## src/rtl/vending_machine_multi_if.sv

```systemverilog
// Signal bundle between the coin/keypad front end, the vending controller and the
// dispenser/hopper drivers; master drives stimulus, slave is the controller.
interface vending_machine_multi_if #(
  parameter int CODE_W  = 3,
  parameter int VAL_W   = 8,
  parameter int STOCK_W = 4
);
  logic               start;
  logic               cancel;
  logic [CODE_W-1:0]  product_code;
  logic               coin_valid;
  logic [VAL_W-1:0]   coin_value;
  logic               online_payment;
  logic               cfg_we;
  logic [CODE_W-1:0]  cfg_idx;
  logic [VAL_W-1:0]   cfg_price;
  logic               restock_we;
  logic [CODE_W-1:0]  restock_idx;
  logic [STOCK_W-1:0] restock_qty;

  logic [2:0]         state;
  logic [VAL_W-1:0]   credit;
  logic [VAL_W-1:0]   product_price;
  logic               dispense_product;
  logic [CODE_W-1:0]  dispense_code;
  logic               change_valid;
  logic [VAL_W-1:0]   change_amount;
  logic               coin_reject;
  logic               select_error;
  logic [15:0]        sales_count;
  logic [23:0]        revenue;

  modport master (
    output start, cancel, product_code, coin_valid, coin_value, online_payment,
           cfg_we, cfg_idx, cfg_price, restock_we, restock_idx, restock_qty,
    input  state, credit, product_price, dispense_product, dispense_code,
           change_valid, change_amount, coin_reject, select_error,
           sales_count, revenue
  );

  modport slave (
    input  start, cancel, product_code, coin_valid, coin_value, online_payment,
           cfg_we, cfg_idx, cfg_price, restock_we, restock_idx, restock_qty,
    output state, credit, product_price, dispense_product, dispense_code,
           change_valid, change_amount, coin_reject, select_error,
           sales_count, revenue
  );
endinterface

```

## src/rtl/vending_machine_multi.sv

```systemverilog
// Multi-product vending controller: price/stock tables, coin credit, timeout refund,
// paced change payout. Define VM_AUDIT_COUNTERS_EN to build the sales/revenue counters.
//
// state  | meaning
// IDLE   | waiting for start; coins rejected
// SELECT | one cycle: validate product_code, latch price
// PAY    | accumulating coins; cancel/timeout refund, paid or online -> vend
// VEND   | one cycle: dispense pulse, stock decrement, compute change
// CHANGE | pay remaining in CHANGE_UNIT pulses, then back to IDLE
module vending_machine_multi #(
  parameter int NUM_PRODUCTS   = 8,
  parameter int CODE_W         = 3,
  parameter int VAL_W          = 8,
  parameter int STOCK_W        = 4,
  parameter int CHANGE_UNIT    = 5,
  parameter int TIMEOUT_CYCLES = 1000
) (
  input logic                   clk,
  input logic                   rst,
  vending_machine_multi_if.slave bus
);

  typedef enum logic [2:0] {
    S_IDLE   = 3'd0,
    S_SELECT = 3'd1,
    S_PAY    = 3'd2,
    S_VEND   = 3'd3,
    S_CHANGE = 3'd4
  } state_t;

  localparam int                 TMR_W    = $clog2(TIMEOUT_CYCLES);
  localparam logic [TMR_W-1:0]   TMR_LAST = TMR_W'(TIMEOUT_CYCLES - 1);
  localparam logic [VAL_W-1:0]   UNIT     = VAL_W'(CHANGE_UNIT);

  state_t             state_q, state_d;
  logic [VAL_W-1:0]   credit_q, credit_d;
  logic [VAL_W-1:0]   price_q, price_d;
  logic [CODE_W-1:0]  code_q, code_d;
  logic [VAL_W-1:0]   remaining_q, remaining_d;
  logic               online_q, online_d;
  logic [TMR_W-1:0]   timer_q, timer_d;
  logic               coin_reject_q, coin_reject_d;
  logic               select_error_q, select_error_d;

  logic [VAL_W-1:0]   price_tbl [NUM_PRODUCTS];
  logic [STOCK_W-1:0] stock_tbl [NUM_PRODUCTS];
  logic [STOCK_W-1:0] stock_next [NUM_PRODUCTS];

  logic [VAL_W-1:0]   sel_price;
  logic [STOCK_W-1:0] sel_stock;
  logic [VAL_W:0]     coin_sum;
  logic               coin_acc;
  logic [VAL_W-1:0]   credit_next;
  logic [VAL_W-1:0]   chg_amt;

  // Codes with no matching slot fall through to price 0, which reads as unsellable.
  always_comb begin
    sel_price = '0;
    sel_stock = '0;
    for (int i = 0; i < NUM_PRODUCTS; i++) begin
      if (bus.product_code == CODE_W'(i)) begin
        sel_price = price_tbl[i];
        sel_stock = stock_tbl[i];
      end
    end
  end

  assign coin_sum    = {1'b0, credit_q} + {1'b0, bus.coin_value};
  assign coin_acc    = (state_q == S_PAY) && bus.coin_valid && !coin_sum[VAL_W];
  assign credit_next = coin_acc ? coin_sum[VAL_W-1:0] : credit_q;
  assign chg_amt     = (remaining_q > UNIT) ? UNIT : remaining_q;

  always_comb begin
    state_d        = state_q;
    credit_d       = credit_q;
    price_d        = price_q;
    code_d         = code_q;
    remaining_d    = remaining_q;
    online_d       = online_q;
    timer_d        = timer_q;
    select_error_d = 1'b0;
    coin_reject_d  = bus.coin_valid && !coin_acc;

    unique case (state_q)
      S_IDLE: begin
        if (bus.start) state_d = S_SELECT;
      end

      S_SELECT: begin
        if (sel_price == '0 || sel_stock == '0) begin
          select_error_d = 1'b1;
          state_d        = S_IDLE;
        end else begin
          price_d  = sel_price;
          code_d   = bus.product_code;
          credit_d = '0;
          online_d = 1'b0;
          timer_d  = '0;
          state_d  = S_PAY;
        end
      end

      S_PAY: begin
        credit_d = credit_next;
        timer_d  = coin_acc ? '0 : timer_q + 1'b1;
        if (bus.cancel || timer_q == TMR_LAST) begin
          remaining_d = credit_next;
          credit_d    = '0;
          state_d     = S_CHANGE;
        end else if (credit_next >= price_q) begin
          state_d = S_VEND;
        end else if (bus.online_payment) begin
          online_d = 1'b1;
          state_d  = S_VEND;
        end
      end

      S_VEND: begin
        remaining_d = online_q ? credit_q : credit_q - price_q;
        credit_d    = '0;
        state_d     = S_CHANGE;
      end

      S_CHANGE: begin
        remaining_d = remaining_q - chg_amt;
        // Leave on the last pulse rather than spending an idle cycle at zero.
        if (remaining_q <= UNIT) begin
          price_d = '0;
          state_d = S_IDLE;
        end
      end

      default: state_d = S_IDLE;
    endcase
  end

  always_ff @(posedge clk) begin
    if (rst) begin
      state_q        <= S_IDLE;
      credit_q       <= '0;
      price_q        <= '0;
      code_q         <= '0;
      remaining_q    <= '0;
      online_q       <= 1'b0;
      timer_q        <= '0;
      coin_reject_q  <= 1'b0;
      select_error_q <= 1'b0;
    end else begin
      state_q        <= state_d;
      credit_q       <= credit_d;
      price_q        <= price_d;
      code_q         <= code_d;
      remaining_q    <= remaining_d;
      online_q       <= online_d;
      timer_q        <= timer_d;
      coin_reject_q  <= coin_reject_d;
      select_error_q <= select_error_d;
    end
  end

  // Restock and vend decrement merge into one saturating update per slot.
  always_comb begin
    for (int i = 0; i < NUM_PRODUCTS; i++) begin
      logic [STOCK_W:0] sum;
      sum = {1'b0, stock_tbl[i]};
      if (bus.restock_we && bus.restock_idx == CODE_W'(i))
        sum = sum + {1'b0, bus.restock_qty};
      if (state_q == S_VEND && code_q == CODE_W'(i) && sum != '0)
        sum = sum - 1'b1;
      stock_next[i] = sum[STOCK_W] ? '1 : sum[STOCK_W-1:0];
    end
  end

  always_ff @(posedge clk) begin
    for (int i = 0; i < NUM_PRODUCTS; i++) begin
      if (rst) begin
        price_tbl[i] <= '0;
        stock_tbl[i] <= '0;
      end else begin
        if (bus.cfg_we && bus.cfg_idx == CODE_W'(i))
          price_tbl[i] <= bus.cfg_price;
        stock_tbl[i] <= stock_next[i];
      end
    end
  end

  assign bus.state            = state_q;
  assign bus.credit           = credit_q;
  assign bus.product_price    = price_q;
  assign bus.dispense_product = (state_q == S_VEND);
  assign bus.dispense_code    = (state_q == S_VEND) ? code_q : '0;
  assign bus.change_valid     = (state_q == S_CHANGE) && (remaining_q != '0);
  assign bus.change_amount    = bus.change_valid ? chg_amt : '0;
  assign bus.coin_reject      = coin_reject_q;
  assign bus.select_error     = select_error_q;

`ifdef VM_AUDIT_COUNTERS_EN
  logic [15:0] sales_q;
  logic [23:0] revenue_q;

  always_ff @(posedge clk) begin
    if (rst) begin
      sales_q   <= '0;
      revenue_q <= '0;
    end else if (state_q == S_VEND) begin
      sales_q   <= sales_q + 1'b1;
      revenue_q <= revenue_q + 24'(price_q);
    end
  end

  assign bus.sales_count = sales_q;
  assign bus.revenue     = revenue_q;
`else
  assign bus.sales_count = '0;
  assign bus.revenue     = '0;
`endif

endmodule
```

## src/flat_wrapper.sv

```systemverilog
// flat-port wrapper written by rule: the top's interface ports become plain ports
module vending_machine_multi_flat 
#(
  parameter int NUM_PRODUCTS   = 8,
  parameter int CODE_W         = 3,
  parameter int VAL_W          = 8,
  parameter int STOCK_W        = 4,
  parameter int CHANGE_UNIT    = 5,
  parameter int TIMEOUT_CYCLES = 1000
)
  (clk, rst, bus_start, bus_cancel, bus_product_code, bus_coin_valid, bus_coin_value, bus_online_payment, bus_cfg_we, bus_cfg_idx, bus_cfg_price, bus_restock_we, bus_restock_idx, bus_restock_qty, bus_state, bus_credit, bus_product_price, bus_dispense_product, bus_dispense_code, bus_change_valid, bus_change_amount, bus_coin_reject, bus_select_error, bus_sales_count, bus_revenue);
  vending_machine_multi_if #(.CODE_W(CODE_W), .VAL_W(VAL_W), .STOCK_W(STOCK_W)) bus_i ();
  input logic clk;
  input logic rst;
  input wire logic [$bits(bus_i.start)-1:0] bus_start;
  input wire logic [$bits(bus_i.cancel)-1:0] bus_cancel;
  input wire logic [$bits(bus_i.product_code)-1:0] bus_product_code;
  input wire logic [$bits(bus_i.coin_valid)-1:0] bus_coin_valid;
  input wire logic [$bits(bus_i.coin_value)-1:0] bus_coin_value;
  input wire logic [$bits(bus_i.online_payment)-1:0] bus_online_payment;
  input wire logic [$bits(bus_i.cfg_we)-1:0] bus_cfg_we;
  input wire logic [$bits(bus_i.cfg_idx)-1:0] bus_cfg_idx;
  input wire logic [$bits(bus_i.cfg_price)-1:0] bus_cfg_price;
  input wire logic [$bits(bus_i.restock_we)-1:0] bus_restock_we;
  input wire logic [$bits(bus_i.restock_idx)-1:0] bus_restock_idx;
  input wire logic [$bits(bus_i.restock_qty)-1:0] bus_restock_qty;
  output wire logic [$bits(bus_i.state)-1:0] bus_state;
  output wire logic [$bits(bus_i.credit)-1:0] bus_credit;
  output wire logic [$bits(bus_i.product_price)-1:0] bus_product_price;
  output wire logic [$bits(bus_i.dispense_product)-1:0] bus_dispense_product;
  output wire logic [$bits(bus_i.dispense_code)-1:0] bus_dispense_code;
  output wire logic [$bits(bus_i.change_valid)-1:0] bus_change_valid;
  output wire logic [$bits(bus_i.change_amount)-1:0] bus_change_amount;
  output wire logic [$bits(bus_i.coin_reject)-1:0] bus_coin_reject;
  output wire logic [$bits(bus_i.select_error)-1:0] bus_select_error;
  output wire logic [$bits(bus_i.sales_count)-1:0] bus_sales_count;
  output wire logic [$bits(bus_i.revenue)-1:0] bus_revenue;
  assign bus_i.start = bus_start;
  assign bus_i.cancel = bus_cancel;
  assign bus_i.product_code = bus_product_code;
  assign bus_i.coin_valid = bus_coin_valid;
  assign bus_i.coin_value = bus_coin_value;
  assign bus_i.online_payment = bus_online_payment;
  assign bus_i.cfg_we = bus_cfg_we;
  assign bus_i.cfg_idx = bus_cfg_idx;
  assign bus_i.cfg_price = bus_cfg_price;
  assign bus_i.restock_we = bus_restock_we;
  assign bus_i.restock_idx = bus_restock_idx;
  assign bus_i.restock_qty = bus_restock_qty;
  assign bus_state = bus_i.state;
  assign bus_credit = bus_i.credit;
  assign bus_product_price = bus_i.product_price;
  assign bus_dispense_product = bus_i.dispense_product;
  assign bus_dispense_code = bus_i.dispense_code;
  assign bus_change_valid = bus_i.change_valid;
  assign bus_change_amount = bus_i.change_amount;
  assign bus_coin_reject = bus_i.coin_reject;
  assign bus_select_error = bus_i.select_error;
  assign bus_sales_count = bus_i.sales_count;
  assign bus_revenue = bus_i.revenue;
  vending_machine_multi #(.NUM_PRODUCTS(NUM_PRODUCTS), .CODE_W(CODE_W), .VAL_W(VAL_W), .STOCK_W(STOCK_W), .CHANGE_UNIT(CHANGE_UNIT), .TIMEOUT_CYCLES(TIMEOUT_CYCLES)) u_core (.clk(clk), .rst(rst), .bus(bus_i));
endmodule
```

## config.mk

```make
export PLATFORM = sky130hd
export DESIGN_NAME = vending_machine_multi_flat
export DESIGN_NICKNAME = d
export VERILOG_FILES = /design/src/rtl/vending_machine_multi_if.sv /design/src/rtl/vending_machine_multi.sv /design/src/flat_wrapper.sv
export SDC_FILE = /design/constraint.sdc
export NUM_CORES = 1
export LEC_CHECK = 0
export ABC_CLOCK_PERIOD_IN_PS = 3800
export CAP_MARGIN = 30
export CORE_UTILIZATION = 50
export DETAILED_ROUTE_END_ITERATION = 12
export PLACE_DENSITY = 0.75
export SYNTH_ARGS = -nofsm -noshare
export SYNTH_HDL_FRONTEND = slang
export SYNTH_SLANG_ARGS = --single-unit
```

## constraint.sdc

```tcl
create_clock -name clk -period 3.8 [get_ports clk]
set_clock_uncertainty 0.2 [all_clocks]
set_input_delay 0.76 -clock clk [delete_from_list [all_inputs] [get_ports clk]]
set_output_delay 0.76 -clock clk [all_outputs]
set_load 0.02 [all_outputs]
```

==> results.sh <==
export IMPL_first_iter_violations=587
export IMPL_yosysTopAreaCellShare_pct=18.9
export IMPL_slowest_stage="clkdlybuf4s50_1"
export IMPL_timing_rr_start="u_core.bus.credit[0]$_SDFFE_PP0P_"
export IMPL_cts_sinks=139
export IMPL_place_gp_congestion=0.908
export IMPL_hold_viol=0
export IMPL_wl_per_cell_um=16.9
export IMPL_report_final_setup_viol=0
export IMPL_final_util_pct=60.7
export IMPL_postRouteAntennaNets=0
export IMPL_ctsHoldBuffers=0
export IMPL_syn_to_final_growth_pct=17.9
export IMPL_worstHoldStart="u_core.timer_q[8]$_SDFFE_PP0P_"
export IMPL_critPathMaxFanout=7
export IMPL_drt_total_wl_mm=25.6
export IMPL_antenna_found_initial=0
export IMPL_cp_top_family="compound AO/OA/AOI/OAI gates"
export IMPL_hold_path_end="u_core.timer_q[8]$_SDFFE_PP0P_"
export IMPL_nets=1351
export IMPL_cpPeakStageDelay_ps=400
export IMPL_hold_depth=2
export IMPL_ys_warn_count=0
export IMPL_drt_first_pass_iters=5
export IMPL_arrival_ps=3820
export IMPL_final_common_cell="nor2_1"
export IMPL_synth_area_leaders="edfxtp_1 19%, dfxtp_1 15%, ha_1 8.1%"
export IMPL_drc=0
export IMPL_max_vdd_ir_drop_mv=0.336
export IMPL_vias=8695
export IMPL_status="finished clean"
export IMPL_clk_latency_ps=430
export IMPL_crit_type="input pin to flip-flop"
export IMPL_syn_area_per_cell_um2=9.06
export IMPL_fmax_mhz=273
export IMPL_cts_setup_buffers=0
export IMPL_worstPathCellList="clkdlybuf4s50_1, ha_1, fa_2, a211oi_4, o21a_1, o21ai_2, and2_4, buf_4, mux2_4, ha_1, a21o_1, a211oi_1, o21a_1, a21oi_1, nor3_1"
export IMPL_cts_root_buffer="clkbuf_16"
export IMPL_synthArstFlopShare_pct=0
export IMPL_cts_max_level=4
export IMPL_hold_path_class="flip-flop to flip-flop"
export IMPL_finalCriticalPeriod_ps=3660
export IMPL_r2r_slack_ps=530
export IMPL_core_rowCount=51
export IMPL_postPlaceCellArea_um2=11400
export IMPL_hpwlAfterDp_mm=19.2
export IMPL_start_util_pct=51.5
export IMPL_power_density_nw_per_um2=332
export IMPL_synth_seq_cells=139
export IMPL_synth_area_um2=10200
export IMPL_dieWidth_um=145
export IMPL_r2r_end="u_core.online_q$_SDFFE_PP0P_"
export IMPL_overflow=0
export IMPL_fin_crit_sh_pct=96.3
export IMPL_worst_setup_path_start_kind="input pin"
export IMPL_routed_via_density=5.74
export IMPL_grt_pass1_wl_mm=40.2
export IMPL_io_buffers=65
export IMPL_cts_tree="built"
export IMPL_slew_viol_final=0
export IMPL_reg2reg_depth=14
export IMPL_final_cell_mix="80 x nor2_1, 79 x a21oi_1, 76 x buf_4"
export IMPL_grt_max_degree=50
export IMPL_cts_buffers=17
export IMPL_synth_top_cell_by_area="edfxtp_1"
export IMPL_die_area_um2=20900
export IMPL_drv_cap=0
export IMPL_cp_required_ps=3960
export IMPL_slew_headroom_pct=44.2
export IMPL_fin_area_um2=12000
export IMPL_fin_tns_setup_ps=0
export IMPL_p_leak_nw=4.93
export IMPL_p_total_mw=3.97
export IMPL_postSynthCellCount=1121
export IMPL_grt_pass1_vias=8095
export IMPL_crit_buf_inv=2
export IMPL_diodes=0
export IMPL_synth_edf_count=64
export IMPL_synth_main_ff_cell="dfxtp_1"
export IMPL_rsz0062_at_grt="false"
export IMPL_ys_types=86
export IMPL_fp_dieH_um=145
export IMPL_ios=111
export IMPL_worstMarginPinSlew_ps=830
export IMPL_cp_end_kind="flip-flop"
export IMPL_yosysSeqAreaShare_pct=33.7
export IMPL_track_usage_pct=25.1
export IMPL_clkTransAtPathRegs_ps=70
export IMPL_drive_gt1_share_pct=12.3
export IMPL_core_um2=19700
export IMPL_clockBufferDepth=2
-- registers in the layout (all words and copies together) (netlist names) --
register	cells
u_core.price_tbl	64
u_core.stock_tbl	32
u_core.timer_q	10
u_core.bus.credit	8
u_core.bus.product_price	8
u_core.remaining_q	8
u_core.bus.state	3
u_core.code_q	3
u_core.bus.coin_reject	1
u_core.bus.select_error	1
u_core.online_q	1
-- cell usage after synthesis (8+ instances only) --
master	count
ha_1	66
o21a_1	13
xnor2_1	25
nor3_1	26
mux2_2	8
nor4_1	8
a21oi_1	79
a211oi_1	14
mux2i_1	34
nor2_1	80
and2_1	72
nand2_1	59
fa_1	10
o21ai_0	45
clkbuf_1	30
nand3_1	28
edfxtp_1	64
nand2b_1	18
nand3b_1	9
a21o_1	18
inv_1	68
and3_1	9
buf_4	46
o21bai_1	9
o31ai_1	13
a31oi_1	11
dfxtp_1	75
nor2b_1	15
buf_2	10
-- final cells by class --
cell class	instances	area, µm²
inverters	68	255
multi-input cells	868	6120
flip-flops and latches	139	3420
clock buffers	18	429
fillers	1675	7740
well taps	265	332
clock inverters	14	143
repair buffers	144	1280
-- metrics by stage --
stage / std cells / worst slack [ps] / hold slack (ps)
2_1_floorplan: 1165 / 8.16 / 248
3_3_place_gp: 1484 / -470 / 264
3_5_place_dp: 1484 / -531 / 276
4_1_cts: 1516 / 20.1 / 288
5_1_grt: 1516 / 0.324 / 323
6_report: 1516 / 139 / 283
-- logic make-up (layout without fill, tap and decap cells) --
logic type,Yosys count,after routing,synth area share (%)
AO/OA/AOI/OAI,299,299,20.2
XOR/XNOR,32,32,2.76
adder cells (fa/ha/maj),76,76,10.1
buffers and inverters,158,244,7.88
flip-flops,139,139,33.7
multiplexers,50,50,5.86
other,1,45,0.0369
AND/OR/NAND/NOR,366,366,19.5
-- how the worst max path moves through the flow --
stage / end / from / cells after the start
after floorplan: u_core.online_q$_SDFFE_PP0P_ / bus_coin_value[0] / 15
after global placement: u_core.online_q$_SDFFE_PP0P_ / bus_coin_value[0] / 15
after detailed placement: u_core.online_q$_SDFFE_PP0P_ / bus_coin_value[0] / 16
after CTS: u_core.online_q$_SDFFE_PP0P_ / bus_coin_value[0] / 16
after global routing: u_core.online_q$_SDFFE_PP0P_ / bus_coin_value[0] / 16
final: u_core.online_q$_SDFFE_PP0P_ / bus_coin_value[0] / 15
-- tightest hold or removal path: cells and delay by family (launching register included) --
kind | cells | cell delay, ps
DFF | 1 | 320
AOI/OAI and AO/OA | 2 | 110
-- routing by layer --
layer	track usage (%)	part of all wire (%)
met3	4.74	5.4
met4	8.03	1.9
met5	0	0
met2	43.1	48
met1	31.7	45
-- timing repair --
item                                   in CTS  in global routing
setup endpoints to repair                   2                  2
pin swaps                                   2                  3
cloned                                      0                  0
resized for setup                           3                  5
endpoints found under the hold margin       0                  0
-- where the power goes --
group	internal [mW]	switching, mW
registers	1.63	0.0358
logic	0.276	0.395
clock network	0.880	0.756
total	2.78	1.19
Power figures use the tool's default switching activity.
